==> src/rtl/mem_sram_stage_pkg.sv <==
// Shared pipeline package for the SRAM memory stage.
// Holds the FSM states, default timing and the SRAM bus widths.
package mem_sram_stage_pkg;

  localparam int unsigned BASE_ADDR_DEF   = 1024;
  localparam int unsigned WAIT_CYCLES_DEF = 2;
  localparam int unsigned SRAM_AW         = 18;
  localparam int unsigned SRAM_DW         = 16;
  localparam int unsigned WCNT_W          = 4;

  typedef enum logic [2:0] {
    IDLE,
    RD_LO,
    RD_HI,
    WR_LO,
    WR_HI,
    DONE
  } sram_state_t;

  // Byte address to halfword base of a 32-bit word; wraps silently.
  function automatic logic [SRAM_AW-1:0] hw_base(
    input logic [31:0] addr,
    input logic [31:0] base
  );
    return SRAM_AW'(((addr - base) >> 2) << 1);
  endfunction

endpackage

==> src/rtl/mem_sram_stage_wait_counter.sv <==
// Wait-state counter for one halfword SRAM access.
// o_tc flags the last cycle of the access.
module sram_wait_counter
  import mem_sram_stage_pkg::*;
#(
  parameter int unsigned WAIT_CYCLES = WAIT_CYCLES_DEF
) (
  input  logic clk,
  input  logic rst,
  input  logic i_clr,
  input  logic i_en,
  output logic o_tc
);

  localparam logic [WCNT_W-1:0] LAST = WCNT_W'(WAIT_CYCLES - 1);

  logic [WCNT_W-1:0] r_cnt;

  // Count cycles spent in the current access state.
  always_ff @(posedge clk or posedge rst) begin
    if (rst) begin
      r_cnt <= '0;
    end else if (i_clr) begin
      r_cnt <= '0;
    end else if (i_en) begin
      r_cnt <= r_cnt + 1'b1;
    end
  end

  assign o_tc = (r_cnt == LAST);

endmodule

==> src/rtl/mem_sram_stage.sv <==
// Memory stage driving a 16-bit asynchronous SRAM.
// Each 32-bit access is split into low and high halfword cycles.
module mem_sram_stage
  import mem_sram_stage_pkg::*;
#(
  parameter int unsigned BASE_ADDR   = BASE_ADDR_DEF,
  parameter int unsigned WAIT_CYCLES = WAIT_CYCLES_DEF
) (
  input  logic               clk,
  input  logic               rst,
  input  logic [31:0]        alu_res,
  input  logic [31:0]        st_val,
  input  logic               mem_r_en,
  input  logic               mem_w_en,
  output logic               ready,
  output logic [31:0]        mem_rdata,
  output logic [SRAM_AW-1:0] sram_addr,
  output logic [SRAM_DW-1:0] sram_wdata,
  input  logic [SRAM_DW-1:0] sram_rdata,
  output logic               sram_we_n,
  output logic               sram_oe_n
);

  sram_state_t r_state;
  sram_state_t w_next;

  logic               w_tc;
  logic               w_busy;
  logic               w_clr;
  logic [SRAM_AW-1:0] w_hb;
  logic [SRAM_AW-1:0] w_addr_nx;
  logic [SRAM_DW-1:0] w_wdata_nx;
  logic               w_we_n_nx;
  logic               w_oe_n_nx;

  logic [SRAM_AW-1:0] r_addr;
  logic [SRAM_DW-1:0] r_wdata;
  logic               r_we_n;
  logic               r_oe_n;
  logic [31:0]        r_rdata;

  assign w_hb = hw_base(alu_res, 32'(BASE_ADDR));

  assign w_busy = (r_state == RD_LO) || (r_state == RD_HI) ||
                  (r_state == WR_LO) || (r_state == WR_HI);

  // Leaving an access state or sitting outside one restarts the count.
  assign w_clr = !w_busy || w_tc;

  sram_wait_counter #(
    .WAIT_CYCLES(WAIT_CYCLES)
  ) u_wait (
    .clk  (clk),
    .rst  (rst),
    .i_clr(w_clr),
    .i_en (w_busy),
    .o_tc (w_tc)
  );

  // State register.
  always_ff @(posedge clk or posedge rst) begin
    if (rst) r_state <= IDLE;
    else     r_state <= w_next;
  end

  // Next state; a read wins over a simultaneous write.
  always_comb begin
    w_next = r_state;
    unique case (r_state)
      IDLE: begin
        if (mem_r_en)      w_next = RD_LO;
        else if (mem_w_en) w_next = WR_LO;
      end
      RD_LO: if (w_tc) w_next = RD_HI;
      RD_HI: if (w_tc) w_next = DONE;
      WR_LO: if (w_tc) w_next = WR_HI;
      WR_HI: if (w_tc) w_next = DONE;
      DONE:  w_next = IDLE;
      default: w_next = IDLE;
    endcase
  end

  // SRAM bus values for the state being entered; idle states hold the bus.
  always_comb begin
    w_addr_nx  = r_addr;
    w_wdata_nx = r_wdata;
    w_we_n_nx  = 1'b1;
    w_oe_n_nx  = 1'b1;
    unique case (w_next)
      RD_LO: begin
        w_addr_nx = w_hb;
        w_oe_n_nx = 1'b0;
      end
      RD_HI: begin
        w_addr_nx = w_hb + 1'b1;
        w_oe_n_nx = 1'b0;
      end
      WR_LO: begin
        w_addr_nx  = w_hb;
        w_wdata_nx = st_val[15:0];
        w_we_n_nx  = 1'b0;
      end
      WR_HI: begin
        w_addr_nx  = w_hb + 1'b1;
        w_wdata_nx = st_val[31:16];
        w_we_n_nx  = 1'b0;
      end
      default: ;
    endcase
  end

  // Registered SRAM bus so strobes are glitch free.
  always_ff @(posedge clk or posedge rst) begin
    if (rst) begin
      r_addr  <= '0;
      r_wdata <= '0;
      r_we_n  <= 1'b1;
      r_oe_n  <= 1'b1;
    end else begin
      r_addr  <= w_addr_nx;
      r_wdata <= w_wdata_nx;
      r_we_n  <= w_we_n_nx;
      r_oe_n  <= w_oe_n_nx;
    end
  end

  // Capture each read halfword on the last cycle of its access.
  always_ff @(posedge clk or posedge rst) begin
    if (rst) begin
      r_rdata <= '0;
    end else if (w_tc && (r_state == RD_LO)) begin
      r_rdata[15:0] <= sram_rdata;
    end else if (w_tc && (r_state == RD_HI)) begin
      r_rdata[31:16] <= sram_rdata;
    end
  end

  assign ready = (r_state == DONE) ||
                 ((r_state == IDLE) && !mem_r_en && !mem_w_en);

  assign mem_rdata  = r_rdata;
  assign sram_addr  = r_addr;
  assign sram_wdata = r_wdata;
  assign sram_we_n  = r_we_n;
  assign sram_oe_n  = r_oe_n;

endmodule
==> config.mk <==
export PLATFORM = sky130hd
export DESIGN_NAME = mem_sram_stage
export DESIGN_NICKNAME = d
export VERILOG_FILES = /design/src/rtl/mem_sram_stage_pkg.sv /design/src/rtl/mem_sram_stage_wait_counter.sv /design/src/rtl/mem_sram_stage.sv
export SDC_FILE = /design/constraint.sdc
export NUM_CORES = 1
export LEC_CHECK = 0
export BUFFER_PORTS_ARGS = -buffer_cell sky130_fd_sc_hd__buf_2
export CAP_MARGIN = 20
export CORE_MARGIN = 3
export CORE_UTILIZATION = 47
export CTS_BUF_LIST = sky130_fd_sc_hd__clkbuf_4 sky130_fd_sc_hd__clkbuf_8 sky130_fd_sc_hd__clkbuf_16
export DETAILED_ROUTE_END_ITERATION = 6
export GPL_TIMING_DRIVEN = 0
export PLACE_DENSITY = 0.8
export SETUP_SLACK_MARGIN = 0.1
export SYNTH_ARGS = -nofsm -noshare
export SYNTH_HDL_FRONTEND = slang
export SYNTH_SLANG_ARGS = --single-unit
==> constraint.sdc <==
create_clock -name clk -period 3 [get_ports clk]
set_input_delay 0.3 -clock clk [delete_from_list [all_inputs] [get_ports clk]]
set_output_delay 0.3 -clock clk [all_outputs]
set_load 0.02 [all_outputs]
## Yosys cells after proc, flatten, opt, wreduce, memory -nomap -nowiden

Index checks and enable logic that the tools add are counted.

| cells by class | value |
|---|---|
| $add $sub $neg | 3 |
| eq/ne operators | 10 |
| multiplexer cells | 12 |
| bitwise operators | 1 |
| reductions and logical operators | 22 |

Operator list:

| kind | count |
|---|---|
| one-hot mux 18 bit (2 select lines) | 1 |
| one-hot mux 16 bit (2 select lines) | 1 |
| subtractor 19 x 11 -> 19 bit, second input constant | 1 |
| adder 18 x 1 -> 18 bit, second input constant | 1 |
| 2-to-1 mux 3 bit | 5 |
| == test 3 x 2 -> 1 bit, second input constant | 4 |
| one-hot mux 3 bit (4 select lines) | 1 |
| OR reduction 2 bit | 5 |
| == test 3 bit, second input constant | 3 |
| 2-to-1 mux 4 bit | 2 |
| == test 3 x 1 -> 1 bit, second input constant | 2 |
| nonzero test 2 bit | 3 |
| logical OR 1 bit | 5 |
| adder 4 x 1 -> 4 bit, second input constant | 1 |
| == test 4 x 1 -> 1 bit, second input constant | 1 |
| logical AND 1 bit | 4 |
| zero test 1 bit | 3 |
| zero test 3 bit | 1 |
| 2-to-1 mux 1 bit | 2 |
| AND reduction 2 bit | 1 |
| NOT 1 bit | 1 |

| word-level totals | value |
|---|---|
| register bits after elaboration | 75 |
| input port bits | 84 |
| output and inout port bits | 69 |
| word-level logic and storage cells | 56 |

## Depth between registers and ports, before layout

| depth | value |
|---|---|
| depth after elaboration | 7 |
| depth in mapped cells | 8 |
| gate-level depth less buffers | 6 |

## Hierarchy

A second synthesis with hierarchy kept.

| unflattened totals | value |
|---|---|
| cell total of the unflattened synthesis | 242 |
| area total of the unflattened synthesis | 3495.9 µm² |

By module, submodules not included:

| module | instances | cells an instance | area an instance (µm²) | seq. area each (µm²) |
|---|---|---|---|---|
| mem_sram_stage | 1 | 222 | 3278.1 | 1779.2 |
| sram_wait_counter | 1 | 20 | 217.7 | 100.1 |

## Least setup slack after synthesis

Ideal clock, no wire load.

| timing | value |
|---|---|
| path type | reg2reg |
| start | reg u_wait.r_cnt[1] |
| end | reg r_rdata[0], in the netlist mem_rdata[0] |
| library setup time | 125 ps |
| data arrival time | 1969 ps |
| data required time | 2875 ps |
| slack | 906 ps |
| stages on the path, launching flop included | 9 |
| buffers on the path | 3 |
| period minus slack after synthesis | 2094 ps |
| cell sequence | dfrtp_1 inv_1 ha_1 or3b_1 buf_2 or3_1 buf_6 buf_12 mux2_4 |

| between the ends | value |
|---|---|
| cells in the longest elaborated chain, start to end | 2 |

RTL lines:

| what | RTL line | RTL |
|---|---|---|
| start, declared | mem_sram_stage_wait_counter.sv:17 | `logic [WCNT_W-1:0] r_cnt;` |
| start signal, assigned | mem_sram_stage_wait_counter.sv:26 | `r_cnt <= r_cnt + 1'b1;` |
| == test 4 x 1 -> 1 bit | mem_sram_stage_wait_counter.sv:30 | `assign o_tc = (r_cnt == LAST);` |
| logical AND 1 bit | mem_sram_stage.sv:131 | `end else if (w_tc && (r_state == RD_LO)) begin` |
| end signal, assigned | mem_sram_stage.sv:132 | `r_rdata[15:0] <= sram_rdata;` |
| end, declared | mem_sram_stage.sv:40 | `logic [31:0] r_rdata;` |

Every way passes these cells.
A chain may end at the register's enable or synchronous reset.

## Worst setup path in the final report

| timing | value |
|---|---|
| start | reg u_wait.r_cnt[1] |
| end | reg r_wdata[0], in the netlist sram_wdata[0] |

| between the ends | value |
|---|---|
| cells in the longest elaborated chain, start to end | 5 |
| elaborated cells on any way between the ends | 9 |
| those cells by class | eq/ne: 3; mux: 5; reduce/logical: 1 |

RTL lines:

| what | RTL line | RTL |
|---|---|---|
| == test 4 x 1 -> 1 bit (*) | mem_sram_stage_wait_counter.sv:30 |  |
| 2-to-1 mux 3 bit, on equally long branches | - |  |
| one-hot mux 3 bit (4 select lines) (*) | mem_sram_stage.sv:69 | `unique case (r_state)` |
| == test 3 bit / == test 3 x 2 -> 1 bit (equally long branches) | mem_sram_stage.sv:89 | `unique case (w_next)` |
| one-hot mux 16 bit (2 select lines) / nonzero test 2 bit (equally long branches) | - |  |
| end signal, assigned | mem_sram_stage.sv:121 | `r_wdata <= w_wdata_nx;` |
| end, declared | mem_sram_stage.sv:37 | `logic [SRAM_DW-1:0] r_wdata;` |

Mark *: on every way between the ends. The rest lies on a longest branch, timed or not.

==> out/results.ini <==
[outcome]
status=finished clean

[setup_path]
crit_type=register to register
crit_path_end_kind=register
path_cells=inv_1, ha_1, nor3b_1, a221o_1, buf_2, clkbuf_1, o21ai_0
cp_slowest_stage_delay_ps=630
r2r_setup_slack_ps=540
critical_path_arrival_ps=2670
ff2ff_path_depth=7
timing.critical_path.from_type=register
worst_setup_path_startpoint=u_wait.r_cnt[1]$_DFFE_PP0P_
number_of_buffers_and_inverters_on_the_critical_path=3
cp_max_fo=10
timing.critical_path.max_delay_family=buffers and inverters
crit-reg2reg-capture=sram_wdata[0]$_DFFE_PP0N_
worst_r2r_src=u_wait.r_cnt[1]$_DFFE_PP0P_
critPathSlowestCell=sky130_fd_sc_hd__nor3b_1
cp.required_ps=3210

[synth]
synth_edf_count=0
synthCells=258
synthDominantAreaCellType=sky130_fd_sc_hd__dfrtp_1
synth_seq_area_share=0.5634
postSynthAreaPerCell_um2=12.93
synth_top_area_frac=0.5476
synth_cell_type_count=38
netlist_top_cells_area=sky130_fd_sc_hd__dfrtp_1 (55%), sky130_fd_sc_hd__mux2_2 (13%), sky130_fd_sc_hd__mux2_4 (4.5%), sky130_fd_sc_hd__mux2i_1 (4.2%), sky130_fd_sc_hd__o21ai_0 (3.0%)
yosys_warnings=0
mapped_nets=345
synth_async_sr_flop_share=1.000
netlist_area_um2=3336
ys_ff_latch=75
synth_ff_type=sky130_fd_sc_hd__dfrtp_1

[hold_path]
hp-class=input pin to asynchronous set/reset pin

[placement]
post_dp_hpwl_um=5428
dpl-instance-area_um2=4144
port_buffers=137
gp_routability_congestion=0.8135

[sta]
drv_slew=0
rsz_0062_raised_after_global_routing=false
max_slew.worst_pin.slew_ps=898.6
max_clock_freq_mhz=406.6
worst_clock_skew_ps=11.58
fin_crit_sh=0.8199
hold_violations=0
setup_tns_ps=0
hold_ws_ps=149.6
relSlewSlack=0.4010
shortest_clock_period_the_worst_path_allows_after_layout_ps=2460
finalSetupViolations=0

[layout]
final_layout_size_suffix_gt1_frac=0.5255
stdcell_area_um2=4352
utilization=0.6370
final_common_cell=sky130_fd_sc_hd__buf_2
finish.net_count=493
area_growth_syn_to_layout_pct=30.46
layout_filler_cell_count=575
most-common-layout-cells=sky130_fd_sc_hd__buf_2 (143), sky130_fd_sc_hd__dfrtp_1 (73), sky130_fd_sc_hd__mux2_2 (39), sky130_fd_sc_hd__o21ai_0 (20), sky130_fd_sc_hd__nand2_1 (16)
antenna_cells_inserted=0

[clocking]
clk_root_buffer_cell=sky130_fd_sc_hd__clkbuf_8
clock_path_buffers=2
hold_buffers=0
numClockSinks=75
tritoncts.num_buffers=9
setup_buffers_after_cts=0
cts_tree=done
post_cts_resized=0
htree_levels=3
clk_transition_reported_paths_ps=90
clock_latency_ps=340

[die]
start_util=0.4883
die_w_um=90.25
count_of_boundary_i_o_pins=153
die_y_um=90.25
fp-row-count=30
core_um2=6832
die_area_um2=8144

[detailed_routing]
final_antenna_net_count=0
post_drt_via_cell_ratio=5.010
first_pass_drt_iterations=4
routed_vias=2540
wl_per_cell_um=14.32
drcViolationCount=0
totalWireLength_um=7261
dr.first_iter.drc_count=102

[pwr]
pwr_density_cell_nw_per_um2=1201
total_power_draw_mw=5.225
irDropWorstVdd_v=0.0005696
static_leak_nw=2.148

[global_route]
grt_usage=0.1835
first_pass_grt_wire_length_um=12150
pin_count_of_the_biggest_net_entering_global_routing=76
globalRouteOverflowTotal=0
grt_pass1_vias=2549
antenna_found_initial=0

[flow_run]
cap_viol_max_count=0

worst register-to-register path, cell delays in order, from the launching register on:
cell                       delay, ps
sky130_fd_sc_hd__dfrtp_1         400
sky130_fd_sc_hd__inv_1            60
sky130_fd_sc_hd__ha_1            160
sky130_fd_sc_hd__nor3b_1         630
sky130_fd_sc_hd__a221o_1         340
sky130_fd_sc_hd__buf_2           230
sky130_fd_sc_hd__clkbuf_1        340
sky130_fd_sc_hd__o21ai_0         170
layer usage:
layer | part of all wire | vias up | track usage
li1 | - | 1210 | -
met1 | 0.46 | 1220 | 0.2479
met2 | 0.46 | 99 | 0.2937
met3 | 0.060 | 11 | 0.03682
met4 | 0.016 | 0 | 0.06888
met5 | 0 | - | 0
flip-flops by register name, summed over array words and instances (netlist names):
register / cells
sram_we_n: 1
u_wait.r_cnt: 4
r_state: 3
sram_oe_n: 1
mem_rdata: 32
sram_addr: 18
sram_wdata: 16
final cells by class:
cell class                      count  area, µm²  area share
Sequential cell                    75       1879      0.4319
Inverter                            5      21.27    0.004888
Clock buffer                        9      123.9     0.02846
Timing Repair Buffer              137      685.7      0.1576
Clock inverter                      7      83.83     0.01926
Buffer                             15      91.34     0.02099
Multi-Input combinational cell    163       1346      0.3094
Tap cell                           96      120.1     0.02760
stage by stage:
step	setup WS, ps	std cells
after CTS	535.1	507
after detailed placement	552.2	491
after global routing	333.1	507
after global placement	-44.96	491
after floorplan	793.3	258
final	540.4	507
cell usage after synthesis, types with 2 or more instances:
| cell | instances |
|---|---|
| sky130_fd_sc_hd__buf_2 | 6 |
| sky130_fd_sc_hd__a21o_1 | 4 |
| sky130_fd_sc_hd__or3_1 | 2 |
| sky130_fd_sc_hd__o21ai_0 | 20 |
| sky130_fd_sc_hd__mux2_2 | 39 |
| sky130_fd_sc_hd__ha_1 | 3 |
| sky130_fd_sc_hd__nor2_1 | 14 |
| sky130_fd_sc_hd__mux2_4 | 10 |
| sky130_fd_sc_hd__xnor2_1 | 3 |
| sky130_fd_sc_hd__nand3b_1 | 3 |
| sky130_fd_sc_hd__nor4_1 | 2 |
| sky130_fd_sc_hd__clkbuf_1 | 5 |
| sky130_fd_sc_hd__a21oi_1 | 2 |
| sky130_fd_sc_hd__nand2b_1 | 3 |
| sky130_fd_sc_hd__nand2_1 | 16 |
| sky130_fd_sc_hd__or3b_1 | 2 |
| sky130_fd_sc_hd__inv_1 | 5 |
| sky130_fd_sc_hd__xor2_1 | 5 |
| sky130_fd_sc_hd__dfrtp_1 | 73 |
| sky130_fd_sc_hd__o22ai_1 | 3 |
| sky130_fd_sc_hd__nor3b_1 | 2 |
| sky130_fd_sc_hd__nand3_1 | 4 |
| sky130_fd_sc_hd__mux2i_1 | 14 |
| sky130_fd_sc_hd__a22o_1 | 3 |
| sky130_fd_sc_hd__dfstp_2 | 2 |
worst max-delay path by stage:
stage,end,slack (ps),cells after the start
floorplan,mem_rdata[0]$_DFFE_PP0P_,790,1
global placement,sram_addr[1]$_DFFE_PP0P_,-40,2
detailed placement,sram_wdata[0]$_DFFE_PP0N_,550,7
CTS,sram_wdata[0]$_DFFE_PP0N_,540,7
global route,sram_wdata[12]$_DFFE_PP0N_,330,7
finish,sram_wdata[0]$_DFFE_PP0N_,540,7
logic make-up (layout without fill, tap and decap cells):
group           count (synthesis)  in the layout  synth area share
flops                          75             75            0.5634
buf+inv                        20            173           0.03301
compound gates                 37             37           0.06978
simple gates                   52             52           0.08289
fa+ha+maj                       3              3           0.01125
xor+xnor                        8              8           0.02101
mux                            63             63            0.2187
report_power, final:
group | internal (mW) | leakage, nW | switching (mW)
Clock | 0.399 | 0.102 | 0.404
Combinational | 1.11 | 1.15 | 1.53
Sequential | 1.53 | 0.894 | 0.252
Total | 3.04 | 2.15 | 2.19
No activity file was read; power rests on OpenSTA's default activity.
